### src/rtl/seg_scan_decoder.sv
`default_nettype none
// ============================================================================
//  Module   : seg_scan_decoder
//  Purpose  : Reconstructs the four digits of a multiplexed, active-low
//             seven-segment drive (ping-pong counter display). A digit is
//             accepted only after {an,seg} has held stable for SETTLE
//             samples. Four accepted positions form a frame that is
//             published with a one-cycle valid pulse.
//  Revision : 1.0  initial release
// ----------------------------------------------------------------------------
//  Ports
//    clk         in   system clock, an/seg synchronous to it
//    rst_n       in   asynchronous reset, active-HIGH despite the name
//    an[3:0]     in   anode selects, active-low, one-hot-low
//    seg[6:0]    in   segments, active-low, seg[6]=a .. seg[0]=g
//    digit3..0   out  published codes: 0-9, 10=UP, 11=DOWN, 15=illegal
//    value[4:0]  out  digit3*10 + digit2
//    dir         out  1=UP, 0=DOWN (from digit0)
//    frame_valid out  one-cycle pulse per published frame
//    pat_err     out  sticky pattern error
//    dir_err     out  arrow digits disagree or are not arrows
//    stale       out  no frame for TIMEOUT cycles
//    chg_cnt     out  count of publishes that changed {value,dir}
//  Optional : SEG_SCAN_CHG_CNT_EN builds the chg_cnt counter; otherwise 0.
// ============================================================================
module seg_scan_decoder #(
  parameter int SETTLE  = 4,
  parameter int TIMEOUT = 65535
) (
  input  logic       clk,
  input  logic       rst_n,
  input  logic [3:0] an,
  input  logic [6:0] seg,
  output logic [3:0] digit3,
  output logic [3:0] digit2,
  output logic [3:0] digit1,
  output logic [3:0] digit0,
  output logic [4:0] value,
  output logic       dir,
  output logic       frame_valid,
  output logic       pat_err,
  output logic       dir_err,
  output logic       stale,
  output logic [7:0] chg_cnt
);

  localparam int                 c_sw      = (SETTLE < 2) ? 1 : $clog2(SETTLE + 1);
  localparam logic [c_sw-1:0]    c_settle  = c_sw'(SETTLE);
  localparam logic [15:0]        c_timeout = 16'(TIMEOUT);

  typedef enum logic [0:0] {
    ST_WAIT    = 1'b0,
    ST_SETTLED = 1'b1
  } state_t;

  function automatic logic [3:0] f_decode(input logic [6:0] s);
    case (s)
      7'b0000001: f_decode = 4'd0;
      7'b1001111: f_decode = 4'd1;
      7'b0010010: f_decode = 4'd2;
      7'b0000110: f_decode = 4'd3;
      7'b1001100: f_decode = 4'd4;
      7'b0100100: f_decode = 4'd5;
      7'b0100000: f_decode = 4'd6;
      7'b0001111: f_decode = 4'd7;
      7'b0000000: f_decode = 4'd8;
      7'b0000100: f_decode = 4'd9;
      7'b0011101: f_decode = 4'd10;  // UP arrow
      7'b1100011: f_decode = 4'd11;  // DOWN arrow
      default:    f_decode = 4'd15;
    endcase
  endfunction

  state_t          r_state, w_next;
  logic [10:0]     r_samp;
  logic            r_diff;          // r_samp differs from the sample before it
  logic [c_sw-1:0] r_stab;
  logic [3:0]      r_seen, w_seen_nxt;
  logic [3:0]      r_pend [0:3];
  logic [3:0]      r_dig3, r_dig2, r_dig1, r_dig0;
  logic [4:0]      r_value, w_value;
  logic            r_dir, w_dir;
  logic            r_fv, r_pat;
  logic [15:0]     r_tmo;
  logic            w_capture, w_slot_ok, w_publish, w_val_bad, w_pat_set;
  logic [1:0]      w_slot;
  logic [3:0]      w_code;
  logic [10:0]     w_in;

  assign w_in   = {an, seg};
  assign w_code = f_decode(r_samp[6:0]);

  always_comb begin
    w_slot_ok = 1'b1;
    w_slot    = 2'd0;
    case (r_samp[10:7])
      4'b0111: w_slot = 2'd3;
      4'b1011: w_slot = 2'd2;
      4'b1101: w_slot = 2'd1;
      4'b1110: w_slot = 2'd0;
      default: w_slot_ok = 1'b0;
    endcase
  end

  // The capture is taken on the WAIT->SETTLED transition so that it occurs
  // exactly once per stable period. With SETTLE=1 every new sample is
  // already settled, so a change seen in SETTLED captures again in place.
  always_comb begin
    w_next    = r_state;
    w_capture = 1'b0;
    case (r_state)
      ST_WAIT: begin
        if (r_stab == c_settle) begin
          w_next    = ST_SETTLED;
          w_capture = 1'b1;
        end
      end
      ST_SETTLED: begin
        if (r_diff) begin
          if (r_stab == c_settle) w_capture = 1'b1;
          else                    w_next    = ST_WAIT;
        end
      end
      default: w_next = ST_WAIT;
    endcase
  end

  assign w_publish = (r_seen == 4'b1111);
  assign w_val_bad = (r_pend[3] > 4'd1) || (r_pend[2] > 4'd9);
  assign w_value   = w_val_bad ? 5'd0 : (5'(r_pend[3]) * 5'd10 + 5'(r_pend[2]));
  assign w_dir     = (r_pend[0] == 4'd10) ? 1'b1 :
                     (r_pend[0] == 4'd11) ? 1'b0 : r_dir;
  assign w_pat_set = (w_capture && (!w_slot_ok || w_code == 4'd15)) ||
                     (w_publish && w_val_bad);

  always_comb begin
    w_seen_nxt = w_publish ? 4'b0000 : r_seen;
    if (w_capture && w_slot_ok) w_seen_nxt[w_slot] = 1'b1;
  end

  always_ff @(posedge clk or posedge rst_n) begin
    if (rst_n) begin
      r_state <= ST_WAIT;
      r_samp  <= '0;
      r_diff  <= 1'b0;
      r_stab  <= '0;
      r_seen  <= 4'b0000;
      for (int i = 0; i < 4; i++) r_pend[i] <= 4'd15;
      r_dig3  <= 4'd15;
      r_dig2  <= 4'd15;
      r_dig1  <= 4'd15;
      r_dig0  <= 4'd15;
      r_value <= 5'd0;
      r_dir   <= 1'b1;
      r_fv    <= 1'b0;
      r_pat   <= 1'b0;
      r_tmo   <= 16'd0;
    end else begin
      r_state <= w_next;
      r_samp  <= w_in;
      r_diff  <= (w_in != r_samp);
      if (w_in != r_samp)         r_stab <= {{(c_sw-1){1'b0}}, 1'b1};
      else if (r_stab != c_settle) r_stab <= r_stab + 1'b1;
      r_seen  <= w_seen_nxt;
      if (w_capture && w_slot_ok) r_pend[w_slot] <= w_code;
      if (w_pat_set) r_pat <= 1'b1;
      r_fv <= w_publish;
      if (w_publish) begin
        r_dig3  <= r_pend[3];
        r_dig2  <= r_pend[2];
        r_dig1  <= r_pend[1];
        r_dig0  <= r_pend[0];
        r_value <= w_value;
        r_dir   <= w_dir;
        r_tmo   <= 16'd0;
      end else if (r_tmo != c_timeout) begin
        r_tmo   <= r_tmo + 16'd1;
      end
    end
  end

`ifdef SEG_SCAN_CHG_CNT_EN
  logic [7:0] r_chg_cnt;
  // The published {value,dir} registers hold the previous frame, and reset
  // to {0,1}, so they serve directly as the comparison reference.
  always_ff @(posedge clk or posedge rst_n) begin
    if (rst_n)
      r_chg_cnt <= 8'd0;
    else if (w_publish && ({w_value, w_dir} != {r_value, r_dir}))
      r_chg_cnt <= r_chg_cnt + 8'd1;
  end
  assign chg_cnt = r_chg_cnt;
`else
  assign chg_cnt = 8'd0;
`endif

  assign digit3      = r_dig3;
  assign digit2      = r_dig2;
  assign digit1      = r_dig1;
  assign digit0      = r_dig0;
  assign value       = r_value;
  assign dir         = r_dir;
  assign frame_valid = r_fv;
  assign pat_err     = r_pat;
  assign stale       = (r_tmo == c_timeout);
  assign dir_err     = (r_dig1 != r_dig0) || ((r_dig0 != 4'd10) && (r_dig0 != 4'd11));

endmodule
`default_nettype wire

### config.mk
export PLATFORM = sky130hd
export DESIGN_NAME = seg_scan_decoder
export DESIGN_NICKNAME = d
export VERILOG_FILES = /design/src/rtl/seg_scan_decoder.sv
export SDC_FILE = /design/constraint.sdc
export NUM_CORES = 1
export LEC_CHECK = 0
export CAP_MARGIN = 15
export CORE_MARGIN = 3
export CORE_UTILIZATION = 50
export CTS_CLUSTER_SIZE = 25
export DETAILED_ROUTE_END_ITERATION = 8
export MAX_ROUTING_LAYER = met4
export PLACE_DENSITY = 0.81
export RECOVER_POWER = 100
export REMOVE_ABC_BUFFERS = 1
export SYNTH_ARGS = -nofsm -noshare
export SYNTH_HDL_FRONTEND = slang
export SYNTH_SLANG_ARGS = --single-unit
### constraint.sdc
create_clock -name clk -period 3.1 [get_ports clk]
set_clock_uncertainty 0.15 [all_clocks]
set_input_delay 0.31 -clock clk [delete_from_list [all_inputs] [get_ports clk]]
set_output_delay 0.31 -clock clk [all_outputs]
set_load 0.05 [all_outputs]
Yosys cells after proc, flatten, opt, wreduce, memory -nomap -nowiden
Index checks and enable logic that the tools add are counted.
{"block": "word_totals", "memories": 0, "register_bits": 76, "ram_bits": 0, "inputBits": 13, "latchBits": 0, "rom_bits": 0, "output_inout_bits": 34, "word_cells": 97}
{"block": "op_classes", "n_mux": 22, "n_lt_le_gt_ge": 6, "eq_ne": 27, "reduce_logical": 17, "shift": 0, "bitwise": 3, "multipliers": 1, "n_addsub": 3, "n_div": 0}
{"operator": "$pmux W4 S12", "count": 1}
{"operator": "$mux W16", "count": 2}
{"operator": "$eq A4 B4 Y1 const B", "count": 7}
{"operator": "$eq A7 B7 Y1 const B", "count": 3}
{"operator": "$add A16 B1 Y16 const B", "count": 1}
{"operator": "$bwmux W16", "count": 1}
{"operator": "$eq A16 B16 Y1 const B", "count": 1}
{"operator": "$ne A16 B16 Y1 const B", "count": 1}
{"operator": "$eq A7 B3 Y1 const B", "count": 2}
{"operator": "$eq A7 B5 Y1 const B", "count": 2}
{"operator": "$eq A7 B6 Y1 const B", "count": 2}
{"operator": "$mux W4", "count": 3}
{"operator": "$ne A11 B11 Y1", "count": 1}
{"operator": "$demux W4 S2", "count": 1}
{"operator": "$ne A4 B4 Y1 const B", "count": 2}
{"operator": "$eq A7 B1 Y1 const B", "count": 1}
{"operator": "$eq A7 B4 Y1 const B", "count": 1}
{"operator": "$logic_not A7 Y1", "count": 1}
{"operator": "$mux W1", "count": 7}
{"operator": "$logic_and A1 B1 Y1", "count": 6}
{"operator": "$mux W3", "count": 2}
{"operator": "$pmux W2 S3", "count": 1}
{"operator": "$reduce_bool A2 Y1", "count": 3}
{"operator": "$add A5 B4 Y5", "count": 1}
{"operator": "22 further kinds", "count": 26}

Depth between registers and ports, before layout
Gate-level depths: netlist of the first run.
{"block": "depth", "ltp_word": 8, "mapped_depth": 7, "depth_no_buf": 7}

Worst setup path after synthesis of the first run
No wires, ideal clock.
{"block": "synth_timing", "path_type": "register to register", "start": "register r_tmo[0]", "end": "register r_tmo[1]", "stages_incl_launch_ff": 8, "setup_slack_ns": 0.923, "setup_time_ns": 0.132, "period_less_slack_ns": 2.177, "arrival_time_ns": 1.895, "path_buffers": 1, "required_time_ns": 2.818, "path_cell_list": "dfrtp_1 -> ha_1 -> nand3_2 -> or4_1 -> buf_2 -> nor2_4 -> mux2i_1 -> nor2_1"}
{"block": "synth_between", "elab_chain_cells": 3, "elab_cells_between_ends": 5, "classes_between": "add/sub (1); eq/ne (1); mux (2); reduce/logical (1)"}
{"element": "start, declared", "line_no": "84", "rtl": "logic [15:0] r_tmo;"}
{"element": "start signal, assigned", "line_no": "177", "rtl": "r_tmo <= r_tmo + 16'd1;"}
{"element": "$add A16 B1 Y16", "line_no": "177"}
{"element": "$mux W16", "line_no": "176", "rtl": "end else if (r_tmo != c_timeout) begin"}
{"element": "$mux W16", "line_no": "168", "rtl": "if (w_publish) begin"}
Parallel ways exist; a longest one is shown, timed or not. The select of a mux whose other input is x is not followed.
A chain may end at the register's enable or synchronous reset.

Final worst setup path of the first run
{"block": "layout_timing", "start": "register r_tmo[0]", "end": "output port stale"}
{"block": "layout_between", "elab_chain_cells": 1}
{"element": "$eq A16 B16 Y1", "line_no": "205", "rtl": "assign stale = (r_tmo == c_timeout);"}
{"element": "end, declared", "line_no": "43", "rtl": "output logic stale,"}
Every way passes these cells.

==> key figures, run 1 <==
Clocking
  – Clk root buf: clkbuf_8
  – Clock slew at reported path FFs: 0.08 ns
  – Post-CTS Setup Inserts: 0
  – Clock sinks: 76
  – CTS tree: built
  – CTS Buf Count: 9
  – CTS max path bufs: 2
  – Resized cells post-CTS: 0
  – Clock H-tree levels: 3
  – Clk_lat worst skew: about 0.35 ns
  – Post-CTS Hold Buffers: 0

GRT
  – Total GRT Usage: 18.4%
  – First-pass GRT wire length: 12.2 mm
  – GR Overflow Total: 0
  – Initial antenna violation count: 0
  – Largest net degree at the start of global routing: 37
  – Vias in the first global route: approximately 2700

Layout
  – Final Non-Filler Cells: 504
  – Ant diodes: 0
  – Layout area overhead: 17.6%
  – Final instance area: 4340 um^2
  – Layout Nets: 424
  – Final core utilization: 62.2%
  – Layout cells sized above 1: 16.7%

Drt
  – DRT iter0 DRCs: roughly 130
  – Vias per cell: between 5 and 6
  – Wire length per cell: ~14 um
  – Drt first pass iters: 4
  – # DRC: 0
  – Via count: 2692
  – ANT nets after route: 0
  – Total detailed-routing wirelength: 7.01 mm

Placed design
  – Placed inst area: 4150 um^2
  – Placed insts: 488
  – HPWL after detailed placement: between 5 and 6 mm
  – Port Buffers: 38
  – RePlAce Congestion: approximately 0.86

Setup path
  – Crit-path cells: ha_1 > nand3_2 > or4_1 > nor2_1 > buf_4
  – WP buf/inv: 1
  – Crit-path slowest cell: or4_1
  – Critical path's top delay family: simple AND/OR/NAND/NOR gates
  – FF-to-FF Start: r_tmo[0]
  – CP arrival: 2.32 ns
  – CP startpoint kind: flop
  – Critical path class: reg -> out
  – CP startpoint: r_tmo[0]
  – Critical path fanouts, max: 7
  – CP peak stage delay: 0.66 ns
  – Critical path required time: roughly 2.6 ns
  – Worst setup EP type: primary output

Floorplan
  – Initial Utilization: between 50% and 60%
  – Die area: 8460 um^2
  – Io pins: 47
  – Die Wd: 92.0 um
  – Die H: ~92 um
  – Core Footprint: around 7000 um^2
  – FP Rows: 30

Timing
  – Setup TNS: 0 ns
  – Final setup viols: 0
  – Period minus WS final: 2.78 ns
  – Worst slew pin tran: 1.50 ns
  – Final Hold Viols: 0
  – Tcrit/Tclk final: roughly 90%
  – FMAX: 0.359 GHz
  – Slew Limit Fails: 0
  – Unrepaired setup endpoints after global routing: no
  – Rel. slew slack: 0.139%

Pwr
  – PD cells: 453 nW/um^2
  – Total power: 1970 uW
  – Pleak: 0.00203 uW
  – Peak supply drop: 0.336 mV

Synth
  – Syn Inst Count: 364
  – Top cell type's share of synthesized area: 29.1%
  – #FFs+latches synth: 76
  – Post-synthesis sequential area ratio: 52.6%
  – Number of synthesized flops with an enable pin: 0
  – Ys flop type: dfrtp_1
  – Synth warnings: 0
  – Area contributors post-synth: dfrtp_1, dfstp_2, nand2_1
  – Post-synth ARST share: 100%
  – Synth Cell Area: 3690 um^2
  – Area leader, netlist: dfrtp_1
  – Yosys cell types: about 50
  – Post-synthesis average cell area: 10.2 um^2

Status
  – Outcome: complete, but fails checks
  – Failing checks: capacitance limit

Hold path
  – Hold Path Class: in -> async

Job
  – Max-cap violation count: 1
[routing by layer]
metal	up-vias	wire (um)	global-route usage (%)
li1	1311	-	-
met1	1310	3080	22.3
met2	61	3510	30.2
met3	10	328	4.43
met4	0	93	6.19
met5	-	0	-
[cell families (layout without fill, tap and decap cells)]
kind of cell / count (synthesis) / after routing / share of synthesized area [%]
AND/OR/NAND/NOR: 164 / 164 / 21.4
flip-flops: 76 / 76 / 52.6
AO/OA/AOI/OAI: 42 / 42 / 7.86
buffers and inverters: 30 / 67 / 4.03
XOR/XNOR: 29 / 29 / 6.87
multiplexers: 14 / 14 / 4.23
adder cells (fa/ha/maj): 8 / 8 / 2.91
other: 1 / 8 / 0.101
[power breakdown]
part           internal (uW)  total (uW)  switching [uW]  leakage [uW]
clock                    517         863             347      0.000122
sequential              1000        1020            14.4      0.000891
combinational           27.6        88.0            60.4       0.00102
[per-stage QoR]
| step | worst slack [ns] | hold slack (ns) |
|---|---|---|
| CTS | 0.416 | 0.0609 |
| detailed placement | 0.812 | 0.300 |
| global placement | 0.866 | 0.297 |
| global route | 0.194 | 0.308 |
| finish | 0.315 | 0.281 |
| floorplan | 0.565 | 0.191 |
[synthesized netlist by cell type, types with 2 or more instances]
master and instances:
o21ai_0 10, and3b_1 2, buf_2 5, nand4_1 8, buf_4 8, nor4_1 5
ha_1 7, a211oi_1 4, a21o_1 2, clkbuf_1 8, mux2_2 13, xnor2_1 11
nand4b_1 3, o21ai_1 3, nor2_1 22, dfrtp_1 43, and4_1 2, or3_1 2
a21oi_1 11, o31ai_1 2, a2111oi_2 2, inv_1 8, nand3_1 9, o211ai_1 3
xor2_1 18, or4_1 2, nor2b_1 4, and3_1 3, dfstp_2 33, nor3_1 9
nand2_1 84
[worst paths after layout]
kind	cells after the start	endpoint	slack (ns)
setup / recovery	5	stale	0.32
hold / removal	2	r_tmo[12]	0.28
setup reg to reg	6	r_tmo[1]	0.77
hold reg to reg	2	digit2[2]	0.31
max in group asynchronous	3	r_samp[2]	0.75
min in group clk	2	digit2[2]	0.31
[sequential cells by signal (all words and copies together) (netlist names), 4 cells and up]
signal and cells:
r_tmo 16, digit3 4, r_samp 11, r_pend 16, value 5, digit1 4
digit0 4, r_seen 4, digit2 4
[cell usage in the layout (no fill, tap or decap), drive strengths merged, types with 10 or more instances in the layout]
cell type,synthesis,layout
xnor2,11,11
nand2,84,84
a21oi,11,11
xor2,18,18
nand3,10,10
mux2,13,13
dfstp,33,33
o21ai,13,13
dfrtp,43,43
nor2,23,23
dlygate4sd3,0,37
clkbuf,8,15
[worst reg2reg max path: cells and delay by family, from the launching register on]
kind,cells,cell delay [ns]
mux,1,0.25
simple gates,4,1.15
fa+ha+maj,1,0.22
flops,1,0.39
[final cells by class]
| cell class | instances | area, um^2 |
|---|---|---|
| Clock inverter | 4 | 70.1 |
| Timing Repair Buffer | 42 | 409 |
| Inverter | 9 | 33.8 |
| Fill cell | 576 | 2640 |
| Multi-Input combinational cell | 265 | 1600 |
| Clock buffer | 12 | 165 |
| Tap cell | 96 | 120 |
| Sequential cell | 76 | 1940 |
Power figures use the tool's default switching activity.
==> inputs of run 2 (changes only) <==
==> constraint.sdc (replaced) <==
create_clock -name clk -period 3.1 [get_ports clk]
set_clock_uncertainty 0.15 [all_clocks]
set_input_delay 0.62 -clock clk [delete_from_list [all_inputs] [get_ports clk]]
set_output_delay 0.62 -clock clk [all_outputs]
set_load 0.05 [all_outputs]
==> key figures, run 2 (synthesis results as in run 1) <==
Layout
  – Largest regs: r_pend (16), r_tmo (16), r_samp (11)
  – Commonest non-fill, non-tap cell in the layout: nand2_1
  – Final Non-Filler Cells: 503 (-0.20%)
  – Layout area overhead: 16.6%
  – Most frequent cells in the layout: nand2_1, dfrtp_1, dlygate4sd3_1
  – Final core utilization: 61.7% (-0.54 points)
  – Fillers: 613 (+6.4%)
  – Ant diodes: 0 (unchanged)
  – Layout cells sized above 1: 16.2% (-0.45 points)
  – Layout Nets: 423 (-0.24%)

Timing
  – Final setup viols: 0 (unchanged)
  – Unrepaired setup endpoints after global routing: no
  – Setup TNS: 0 ns (unchanged)
  – Final Hold Viols: 0 (unchanged)
  – Tcrit/Tclk final: 96.4% (+6.6 points)
  – Slew Limit Fails: 77 (+77)
  – Worst slew pin tran: 1.75 ns (+0.256 ns)
  – FMAX: 0.335 GHz (-6.9%)
  – Rel. slew slack: -16.9% (-17 points)
  – Period minus WS final: 2.99 ns (+0.205 ns)

Clocking
  – Post-CTS Hold Buffers: 0 (unchanged)
  – CTS max path bufs: 2 (unchanged)
  – Clock sinks: 76 (unchanged)
  – Clock H-tree levels: 3 (unchanged)
  – Clock slew at reported path FFs: 0.07 ns (about the same)
  – CTS tree: built
  – Resized cells post-CTS: 0 (unchanged)
  – Clk root buf: clkbuf_8
  – CTS Buf Count: 9 (unchanged)
  – Post-CTS Setup Inserts: 0 (unchanged)
  – Clk_lat worst skew: 0.34 ns (about the same)

GRT
  – Initial antenna violation count: 0 (unchanged)
  – Vias in the first global route: 2528 (-5.1%)
  – First-pass GRT wire length: 12.0 mm (-1.1%)
  – Total GRT Usage: 18.3% (-0.11 points)
  – Largest net degree at the start of global routing: 77 (+110%)
  – GR Overflow Total: 0 (unchanged)

Setup path
  – FF-to-FF Start: r_samp[1]
  – CP startpoint kind: flop
  – Critical path required time: 2.33 ns (-0.31 ns)
  – Critical path class: reg -> out
  – Worst setup EP type: primary output
  – CP arrival: 2.22 ns (-0.10 ns)
  – Critical path fanouts, max: 3 (-4)
  – CP startpoint: digit0[1]
  – Reg2reg setup slack: 0.81 ns (+0.04 ns)

Pwr
  – Pleak: 0.00201 uW (-0.83%)
  – Peak supply drop: 0.334 mV (-0.80%)
  – PD cells: 439 nW/um^2 (-3.1%)

Placed design
  – RePlAce Congestion: 0.909 (+5.4%)
  – Port Buffers: 38 (unchanged)
  – HPWL after detailed placement: 5.07 mm (-2.5%)
  – Placed insts: 487 (-0.20%)

Drt
  – DRT iter0 DRCs: 151 (+21%)
  – Via count: 2670 (-0.82%)
  – # DRC: 0 (unchanged)
  – Drt first pass iters: 4 (unchanged)
  – ANT nets after route: 0 (unchanged)
  – Vias per cell: 5.31 (-0.62%)
  – Total detailed-routing wirelength: 7.03 mm (+0.21%)
  – Wire length per cell: 14.0 um (+0.41%)

Floorplan
  – Die area: 8460 um^2 (unchanged)
  – Die H: 92.0 um (unchanged)
  – Initial Utilization: 52.9% (unchanged)
  – FP Rows: 30 (unchanged)
  – Io pins: 47 (unchanged)
  – Core Footprint: 6980 um^2 (unchanged)
  – Die Wd: 92.0 um (unchanged)

Status
  – Failing checks: capacitance limit, slew limit
  – Outcome: complete, but fails checks

Hold path
  – Hold Path Class: reg -> reg
  – HP Start: r_pend[12]

Job
  – Max-cap violation count: 1 (unchanged)
## run 2: cell types whose count changed in the layout (fill, tap and decap cells not counted), sizes merged
cell           delta
buf               -1
inv               -1
dlygate4sd3       -1
clkbuf            -2
clkdlybuf4s50     +1
clkinv            +3
## run 2: area by class of cell
| type | count | area [um^2] | area share, % |
|---|---|---|---|
| clock buffers | 10 | 128 | 2.96 |
| well taps | 96 | 120 | 2.79 |
| repair buffers | 41 | 403 | 9.36 |
| flip-flops and latches | 76 | 1940 | 45.1 |
| clock inverters | 6 | 80.1 | 1.86 |
| inverters | 9 | 33.8 | 0.784 |
| multi-input cells | 265 | 1600 | 37.1 |
## run 2: final timing paths
| path | endpoint | cells past startpoint |
|---|---|---|
| max | dir_err | 3 |
| min | digit0[0] | 2 |
| max reg2reg | r_pend[8] | 5 |
| min reg2reg | digit0[0] | 2 |
| max in group asynchronous | r_samp[0] | 3 |
| min in group asynchronous | frame_valid | 3 |
## run 2: per-stage QoR
| step | hold slack (ns) | cell area (um^2) | worst slack (ns) | power (uW) |
|---|---|---|---|---|
| after CTS | 0.310 | 4360 | 0.0878 | 1910 |
| after detailed placement | 0.299 | 4150 | 0.498 | 1130 |
| final | 0.306 | 4310 | 0.111 | 1890 |
| after global placement | 0.297 | 4150 | 0.541 | 1120 |
| after floorplan | 0.282 | 3610 | 0.446 | 1090 |
| after global routing | 0.319 | 4310 | 0.0322 | 1960 |
## run 2: metal layers
layer	share of wire [%]	global-route usage, %	vias up
li1	-	-	1315
met1	43	21.9	1282
met3	5.0	5.09	8
met4	1.1	5.20	0
met5	0	-	-
met2	51	30.4	65
## run 2: worst max-delay path, stage by stage, from the launching register on
cell and delay (ns):
dfstp_2 0.56, nand4_1 0.13, or4_1 0.48, clkdlybuf4s50_1 0.71
## run 2: power breakdown
| part | total, uW | leakage, uW | switching [uW] | internal (uW) |
|---|---|---|---|---|
| logic | 84.7 | 0.00101 | 59.5 | 25.2 |
| registers | 1010 | 0.000891 | 14.2 | 1000 |
| clock network | 789 | 0.000110 | 341 | 448 |
